--- config.mk ---
export PLATFORM = sky130hd
export DESIGN_NAME = btn_conditioner
export DESIGN_NICKNAME = d
export VERILOG_FILES = /design/src/rtl/btn_pkg.sv /design/src/rtl/btn_debounce.sv /design/src/rtl/btn_conditioner.sv
export SDC_FILE = /design/constraint.sdc
export NUM_CORES = 1
export LEC_CHECK = 0
export ABC_AREA = 1
export CAP_MARGIN = 40
export CELL_PAD_IN_SITES_DETAIL_PLACEMENT = 1
export CELL_PAD_IN_SITES_GLOBAL_PLACEMENT = 2
export CORE_ASPECT_RATIO = 1.5
export CORE_MARGIN = 5
export CORE_UTILIZATION = 40
export CTS_CLUSTER_DIAMETER = 50
export CTS_CLUSTER_SIZE = 25
export DETAILED_ROUTE_END_ITERATION = 8
export DONT_BUFFER_PORTS = 1
export PLACE_DENSITY = 0.84
export SYNTH_ARGS = -nofsm -noshare
export SYNTH_HDL_FRONTEND = slang
export SYNTH_HIERARCHICAL = 1
export SYNTH_SLANG_ARGS = --single-unit
--- constraint.sdc ---
create_clock -name clk -period 4.07 [get_ports clk]
set_input_delay 0.6105 -clock clk [delete_from_list [all_inputs] [get_ports clk]]
set_output_delay 0.6105 -clock clk [all_outputs]
set_load 0.01 [all_outputs]
--- src/rtl/btn_pkg.sv ---
// Shared button definitions: index map, button count and the press priority
// used to pick the latched operation.
package btn_pkg;

    typedef enum logic [2:0] {
        BTN_C = 3'd0,
        BTN_U = 3'd1,
        BTN_D = 3'd2,
        BTN_L = 3'd3,
        BTN_R = 3'd4
    } btn_idx_e;

    localparam int unsigned NUM_BTNS = 5;

    // Priority order C > U > D > L > R; matches downstream operation decode.
    function automatic logic [NUM_BTNS-1:0] prio_onehot(input logic [NUM_BTNS-1:0] press);
        logic [NUM_BTNS-1:0] sel;
        sel = '0;
        if (press[BTN_C])      sel[BTN_C] = 1'b1;
        else if (press[BTN_U]) sel[BTN_U] = 1'b1;
        else if (press[BTN_D]) sel[BTN_D] = 1'b1;
        else if (press[BTN_L]) sel[BTN_L] = 1'b1;
        else if (press[BTN_R]) sel[BTN_R] = 1'b1;
        return sel;
    endfunction

endpackage

--- src/rtl/btn_debounce.sv ---
// One button channel: 2-flop synchronizer, stability counter, debounced
// level and a single-cycle press pulse on the rising debounced level.
module btn_debounce #(
    parameter int unsigned DEBOUNCE_CYCLES = 1_000_000
) (
    input  logic clk,
    input  logic rst,
    input  logic raw,
    output logic level,
    output logic press
);

    localparam int unsigned CW = (DEBOUNCE_CYCLES > 1) ? $clog2(DEBOUNCE_CYCLES) : 1;
    localparam logic [CW-1:0] LAST = CW'(DEBOUNCE_CYCLES - 1);

    logic          sync1;
    logic          sync2;
    logic [CW-1:0] cnt;
    logic          level_q;

    always_ff @(posedge clk) begin
        if (rst) begin
            sync1   <= 1'b0;
            sync2   <= 1'b0;
            cnt     <= '0;
            level   <= 1'b0;
            level_q <= 1'b0;
        end else begin
            sync1   <= raw;
            sync2   <= sync1;
            level_q <= level;
            if (sync2 == level) begin
                cnt <= '0;
            end else if (cnt == LAST) begin
                level <= ~level;
                cnt   <= '0;
            end else begin
                cnt <= cnt + 1'b1;
            end
        end
    end

    // High only in the first cycle the debounced level reads 1; never on release.
    assign press = level & ~level_q;

endmodule

--- src/rtl/btn_conditioner.sv ---
// Five-button front end: per-button debounce plus a latched one-hot
// operation select chosen by press priority.
module btn_conditioner
    import btn_pkg::*;
#(
    parameter int unsigned DEBOUNCE_CYCLES = 1_000_000
) (
    input  logic                clk,
    input  logic                rst,
    input  logic                BTNC,
    input  logic                BTNU,
    input  logic                BTND,
    input  logic                BTNL,
    input  logic                BTNR,
    output logic [NUM_BTNS-1:0] btn_db,
    output logic [NUM_BTNS-1:0] btn_press,
    output logic [NUM_BTNS-1:0] op_sel,
    output logic                op_sel_vld
);

    logic [NUM_BTNS-1:0] raw;
    logic [NUM_BTNS-1:0] sel_next;

    assign raw = {BTNR, BTNL, BTND, BTNU, BTNC};

    for (genvar i = 0; i < NUM_BTNS; i++) begin : g_btn
        btn_debounce #(
            .DEBOUNCE_CYCLES(DEBOUNCE_CYCLES)
        ) u_db (
            .clk  (clk),
            .rst  (rst),
            .raw  (raw[i]),
            .level(btn_db[i]),
            .press(btn_press[i])
        );
    end

    assign sel_next = prio_onehot(btn_press);

    always_ff @(posedge clk) begin
        if (rst) begin
            op_sel     <= '0;
            op_sel_vld <= 1'b0;
        end else if (|btn_press) begin
            op_sel     <= sel_next;
            op_sel_vld <= |sel_next;
        end
    end

endmodule

==> flow_summary.ini, run 1 <==
[placed_design]
dpl.cell_count = 1050
place_congestion = 0.8129
placedInstanceArea_sq_mm = 0.006280
dpl_worst_slack_ns = 2.368
portBuffers = 0
dp_hpwl_mm = 11.85

[worst_setup_path]
crit_path_start = g_btn[2].u_db/level
timing.rr.start = g_btn[4].u_db/cnt[0]
worst-path-max-fanout = 5
cp.arrival_ns = 1.47
rr_worst_depth = 8
crit_end = btn_press[2]
end_kind = output port
r2r-end = g_btn[4].u_db/cnt[11]
rrSetupSlack_ns = 2.48
crit_path_start_kind = register
worstPathRequired_ns = 3.46
path_class = reg -> out

[sta]
grt_setup_unrepaired = false
finalSetupTns_ns = 0
hold_viol = 0
drv_slew = 0
fin_ws_ns = 1.993
fin_crit_sh_pct = 51.04
worst_pin_slew_ns = 0.6676
layout_min_cycle_time_ns = 2.077
skew_ns = 0.007518
max_freq_mhz = 481.4
setup_viol = 0
max-slew-margin-rel_pct = 55.33

[synth]
async_flop_share_pct = 0
ys_seq_area_share_pct = 41.09
synth.distinct_cells = 25
yosys_register_bits = 126
netlist_instances = 857
synth_top_family_by_area = simple AND/OR/NAND/NOR gates
synthMuxAreaShare_pct = 0
synth_compound_area_share_pct = 5.422
ys_warn_count = 6
yosys.area_share.simple_pct = 38.97
synth_fa_ha_area_share_pct = 1.019
synth_area_per_cell_sq_um = 7.163
synth_ff_type = dfxtp_1
synth_xor_area_share_pct = 6.421
synth_edf_count = 0
syn-num-nets = 869
synthesis.area_sq_mm = 0.006138

[power]
p_sw_share_pct = 21.33
p_per_area_mw_per_mm2 = 392.4
p_sw_uw = 571.7
pwr-share-seq_pct = 46.4
ir_drop_mv = 0.2687
p_leak_nw = 2.061
p_int_mw = 2.109
combPwrFrac_pct = 1.0
p_clk_share_pct = 52.7

[floorplanning]
io_pins = 23
die_area_sq_mm = 0.01797
core_sq_mm = 0.01507
rows = 55
initial_core_util_pct = 40.73
die_h_microns = 161.7
fp.dieW_microns = 111.1

[drt]
viasPerCell = 4.920
drt_iter0_drc = 132
dr.pass1.iters = 4
wl_per_cell_microns = 14.10
drcViolationCount = 0
routed_wl_mm = 15.25
ant_nets = 0
via_count = 5319

[cells_and_area]
final_cells = 1081
nets = 882
postLayoutCellArea_sq_mm = 0.006830
diodes = 0
n_fill_cell = 1930
synthToLayoutAreaGrowth_pct = 11.27
drive_gt1_share_pct = 13.04

[grt]
grt_start_max_net_pins = 27
grtUsageTotal_pct = 17.64
grt_pass1_vias = 5698
globalRoute.totalOverflow = 0
grt_pass1_wl_mm = 25.88
grt_antenna_before_repair = 0

[clock_network]
cts.reportedPaths.clkPinSlew_ns = 0.06
cts_root_buffer = clkbuf_16
clock_latency_ns = 0.42
cts_htree_levels = 4
clockBufferDepth = 2
cts_made_buffers = 17
cts_tree = built
cts_resized = 0
cts.sinks = 126
cts_setup_buffers = 0
holdBufCountCts = 0

[outcome]
run_status = finished clean

[min_path]
hold_depth = 1
hp-class = in -> reg

[flow_run]
drv_cap = 0
-- area by class of cell --
cell class                 count  area (sq um)  area share, %
sequential                   126          2522          36.93
clock inverter                11         93.84          1.374
inverter                      87         326.6          4.781
clock buffer                  20         456.7          6.686
multi-input combinational    638          3182          46.58
tap                          199         249.0          3.645
-- power by group through the flow --
stage          combinational [mW]  clock (mW)  sequential, mW
2_1_floorplan              0.0262           0            1.27
3_3_place_gp               0.0252           0            1.27
3_5_place_dp               0.0267           0            1.27
4_1_cts                    0.0268        1.45            1.24
5_1_grt                    0.0295        1.52            1.24
6_report                   0.0261        1.41            1.24
-- logic make-up (layout without fill, tap and decap cells) --
family	count (synthesis)	count (layout)
AND/OR/NAND/NOR	524	524
flip-flops	126	126
buffers and inverters	93	118
AO/OA/AOI/OAI	64	64
XOR/XNOR	45	45
adder cells (fa/ha/maj)	5	5
-- registers in the layout, indices dropped and copies added, names as in the netlist --
name	count
g_btn.u_db/sync2	5
g_btn.u_db/sync1	5
op_sel_vld	1
g_btn.u_db/level	5
g_btn.u_db/cnt	100
op_sel	5
g_btn.u_db/level_q	5
-- critical path, stage by stage (launching register included) --
cell and delay (ns):
dfxtp_1 0.41, inv_1 0.11, nor2_1 0.53
-- placed cells by master, fill, tap and decap left out --
cell and n:
nand2_2 6, a21oi_1 44, nor3_1 5, inv_2 5, nand2_1 177, clkbuf_16 17, nor2_1 177, nand2_4 5
nor2_2 60, nand3b_1 6, clkbuf_8 2, nand3_1 50, nor3_2 2, xor2_1 20, clkinv_4 1, or2_0 10
clkbuf_1 1, o21ai_0 15, ha_1 5, nand3_2 5, and2_1 5, dfxtp_1 126, nand4_1 14, xnor2_1 25
bufinv_16 1, clkinvlp_4 4, inv_1 82, o21bai_1 5, nor2_4 2, clkinv_2 5
-- routing by layer --
layer / share of wire [%] / global-route usage, % / wire length [microns]
met2: 55 / 34.23 / 8429
met3: 2.6 / 4.100 / 391
met5: 0 / 0 / 0
met1: 40 / 17.35 / 6039
met4: 2.5 / 8.744 / 386
-- per-stage QoR --
stage | hold slack [ns] | utilization, % | power [mW]
CTS | 0.2374 | 45.32 | 2.720
global placement | 0.3901 | 41.67 | 1.294
detailed placement | 0.4021 | 41.67 | 1.296
floorplan | 0.3883 | - | 1.295
global route | 0.2308 | 45.32 | 2.789
finish | 0.2560 | 45.32 | 2.680
-- cells in the mapped netlist (5+ instances only) --
cell / number / area share (%)
o21ai_0: 15 / 1.2
nand2_4: 5 / 0.92
inv_2: 5 / 0.31
o21bai_1: 5 / 0.61
ha_1: 5 / 1.0
dfxtp_1: 126 / 41
nand3_2: 5 / 0.82
xnor2_1: 25 / 3.6
a21oi_1: 44 / 3.6
buf_12: 5 / 1.6
or2_0: 10 / 1.0
nand4_1: 14 / 1.4
nand3_1: 50 / 4.1
and2_1: 5 / 0.51
nand3b_1: 6 / 0.73
inv_1: 82 / 5.0
nand2_1: 177 / 11
nor3_1: 5 / 0.41
nor2_2: 60 / 6.1
nand2_2: 6 / 0.61
xor2_1: 20 / 2.9
nor2_1: 177 / 11
-- how the worst min path moves through the flow --
stage,startpoint,end
6_report,rst,op_sel[1]
5_1_grt,rst,g_btn[1].u_db/sync1
4_1_cts,rst,op_sel[1]
3_5_place_dp,g_btn[2].u_db/sync1,g_btn[2].u_db/sync2
3_3_place_gp,g_btn[4].u_db/sync1,g_btn[4].u_db/sync2
2_1_floorplan,g_btn[0].u_db/sync1,g_btn[0].u_db/sync2
Note: power is estimated with default switching activity, not from simulation.
==> run 2: changes to the inputs <==
- CORE_UTILIZATION: 40 -> 33
- PLACE_DENSITY: 0.84 -> 0.74
- clock period: 4.07 -> 1.68 ns (I/O delays scaled with it)
==> run 2 against run 1 <==
Effect of this change:
- cell area up 5.2%
- sequential cell count is the same
- largest cell class unchanged
- via count is 1.5% higher
- worst setup slack worse by 1.9 ns
- sequential share of layout area shrank 1.8 points
- critical endpoint is now btn_press[3]
- sequential power grew 140%
==> flow_summary.ini, run 2 (synthesis results as in run 1) <==
[sta]
skew_ns = 0.007507
fin_ws_ns = 0.1114
setup_viol = 0
layout_min_cycle_time_ns = 1.569
finalSetupTns_ns = 0
fin_crit_sh_pct = 93.37
hold_viol = 0
max_freq_mhz = 637.5
drv_slew = 0
worst_pin_slew_ns = 0.5117
grt_setup_unrepaired = false
max-slew-margin-rel_pct = 65.89

[placed_design]
portBuffers = 0
place_congestion = 0.8281
dp_hpwl_mm = 12.11
dpl.cell_count = 1115
dpl_worst_slack_ns = 0.1055

[cells_and_area]
n_fill_cell = 2308
largest_reg_flops = 100
final_cells = 1153
fin_util_pct = 39.08
synthToLayoutAreaGrowth_pct = 17.10
nets = 900
layout_commonest_cell = nand2_1
drive_gt1_share_pct = 14.87
final_cell_mix = nand2_1, nor2_1, dfxtp_1
diodes = 0
regMostFlops = g_btn.u_db/cnt

[clock_network]
cts_root_buffer = clkbuf_16
cts_tree = built
clockBufferDepth = 2
cts.sinks = 126
cts_setup_buffers = 0
clock_latency_ns = 0.42
cts_made_buffers = 17
cts_htree_levels = 4
cts.reportedPaths.clkPinSlew_ns = 0.06

[worst_setup_path]
critPathBufInv = 2
crit_path_start_kind = register
worstPathRequired_ns = 1.43
cp_cell_sequence = inv_1 -> nor2_1 -> buf_4
crit_family = flip-flops
slowest_delay_ns = 0.38
cp_slowest_cell = dfxtp_1
end_kind = output port
cp.arrival_ns = 1.32
path_class = reg -> out
worst-path-max-fanout = 5

[drt]
ant_nets = 0
drt_iter0_drc = 180
routed_wl_mm = 15.87
drcViolationCount = 0
wl_per_cell_microns = 13.77
viasPerCell = 4.682
via_count = 5398
dr.pass1.iters = 4

[flow_run]
drv_cap = 0

[grt]
grt_start_max_net_pins = 27
globalRoute.totalOverflow = 0
grt_antenna_before_repair = 0
grt_pass1_vias = 5768
grt_pass1_wl_mm = 26.86
grtUsageTotal_pct = 15.58

[power]
ir_drop_mv = 0.8019
p_leak_nw = 2.208
p_per_area_mw_per_mm2 = 985.1

[floorplanning]
die_area_sq_mm = 0.02149
initial_core_util_pct = 33.37
die_h_microns = 177.0
core_sq_mm = 0.01839
rows = 61
io_pins = 23
fp.dieW_microns = 121.4

[min_path]
hp-class = in -> reg

[outcome]
run_status = finished clean
-- run 2: cell types whose count changed in the layout (fill, tap and decap cells not counted), sizes merged --
cell         change
buf             +13
dlygate4sd3      +5
bufinv           +3
clkinvlp         -2
clkbuf           -1
clkinv           +1
-- run 2: final cells by class --
| class | count | area (sq um) | share of cell area [%] |
|---|---|---|---|
| repair buffers | 18 | 160.2 | 2.228 |
| clock inverters | 13 | 188.9 | 2.628 |
| multi-input cells | 638 | 3221 | 44.80 |
| well taps | 252 | 315.3 | 4.386 |
| inverters | 87 | 326.6 | 4.543 |
| clock buffers | 19 | 452.9 | 6.301 |
| flip-flops and latches | 126 | 2524 | 35.11 |
-- run 2: stage by stage --
stage | cell area [sq um] | hold slack (ns) | power, mW
detailed placement | 6436 | 0.3292 | 3.141
global placement | 6436 | 0.3270 | 3.138
floorplan | 6138 | 0.3211 | 3.137
finish | 7188 | 0.08873 | 7.081
global route | 7188 | 0.08052 | 7.347
CTS | 7153 | 0.07693 | 7.208
-- run 2: final timing paths --
kind	from	end	slack [ns]	cells past startpoint
setup / recovery	g_btn[3].u_db/level	btn_press[3]	0.11	3
hold / removal	rst	g_btn[2].u_db/sync1	0.09	2
setup reg to reg	g_btn[2].u_db/cnt[0]	g_btn[2].u_db/cnt[9]	0.15	8
hold reg to reg	g_btn[3].u_db/sync1	g_btn[3].u_db/sync2	0.41	2
-- run 2: timing repair --
| item | in CTS | in global routing |
|---|---|---|
| hold endpoints to repair | 26 | 0 |
| hold buffers | 6 | 0 |
| gates resized for setup | 2 | 6 |
| setup endpoints to repair | 2 | 12 |
| pin swaps | 0 | 0 |
-- run 2: report_power, final --
part           internal (mW)  leakage, nW  switching [mW]  total [mW]
sequential              3.00         1.02         0.00695        3.01
clock                   2.57        0.309            1.41        3.98
combinational         0.0303        0.882          0.0608      0.0911
-- run 2: per-layer routing --
metal	track usage [%]	up-vias	wire length, microns
met2	30.29	59	8784
met5	0	-	0
met1	16.00	2578	6415
li1	-	2747	-
met4	5.467	0	230
met3	3.518	14	443
-- run 2: worst register-to-register path, delay by kind of cell, from the launching register on --
kind / cells / cell delay [ns]
buffers and inverters: 1 / 0.07
flip-flops: 1 / 0.38
adder cells (fa/ha/maj): 1 / 0.20
AND/OR/NAND/NOR: 6 / 0.78
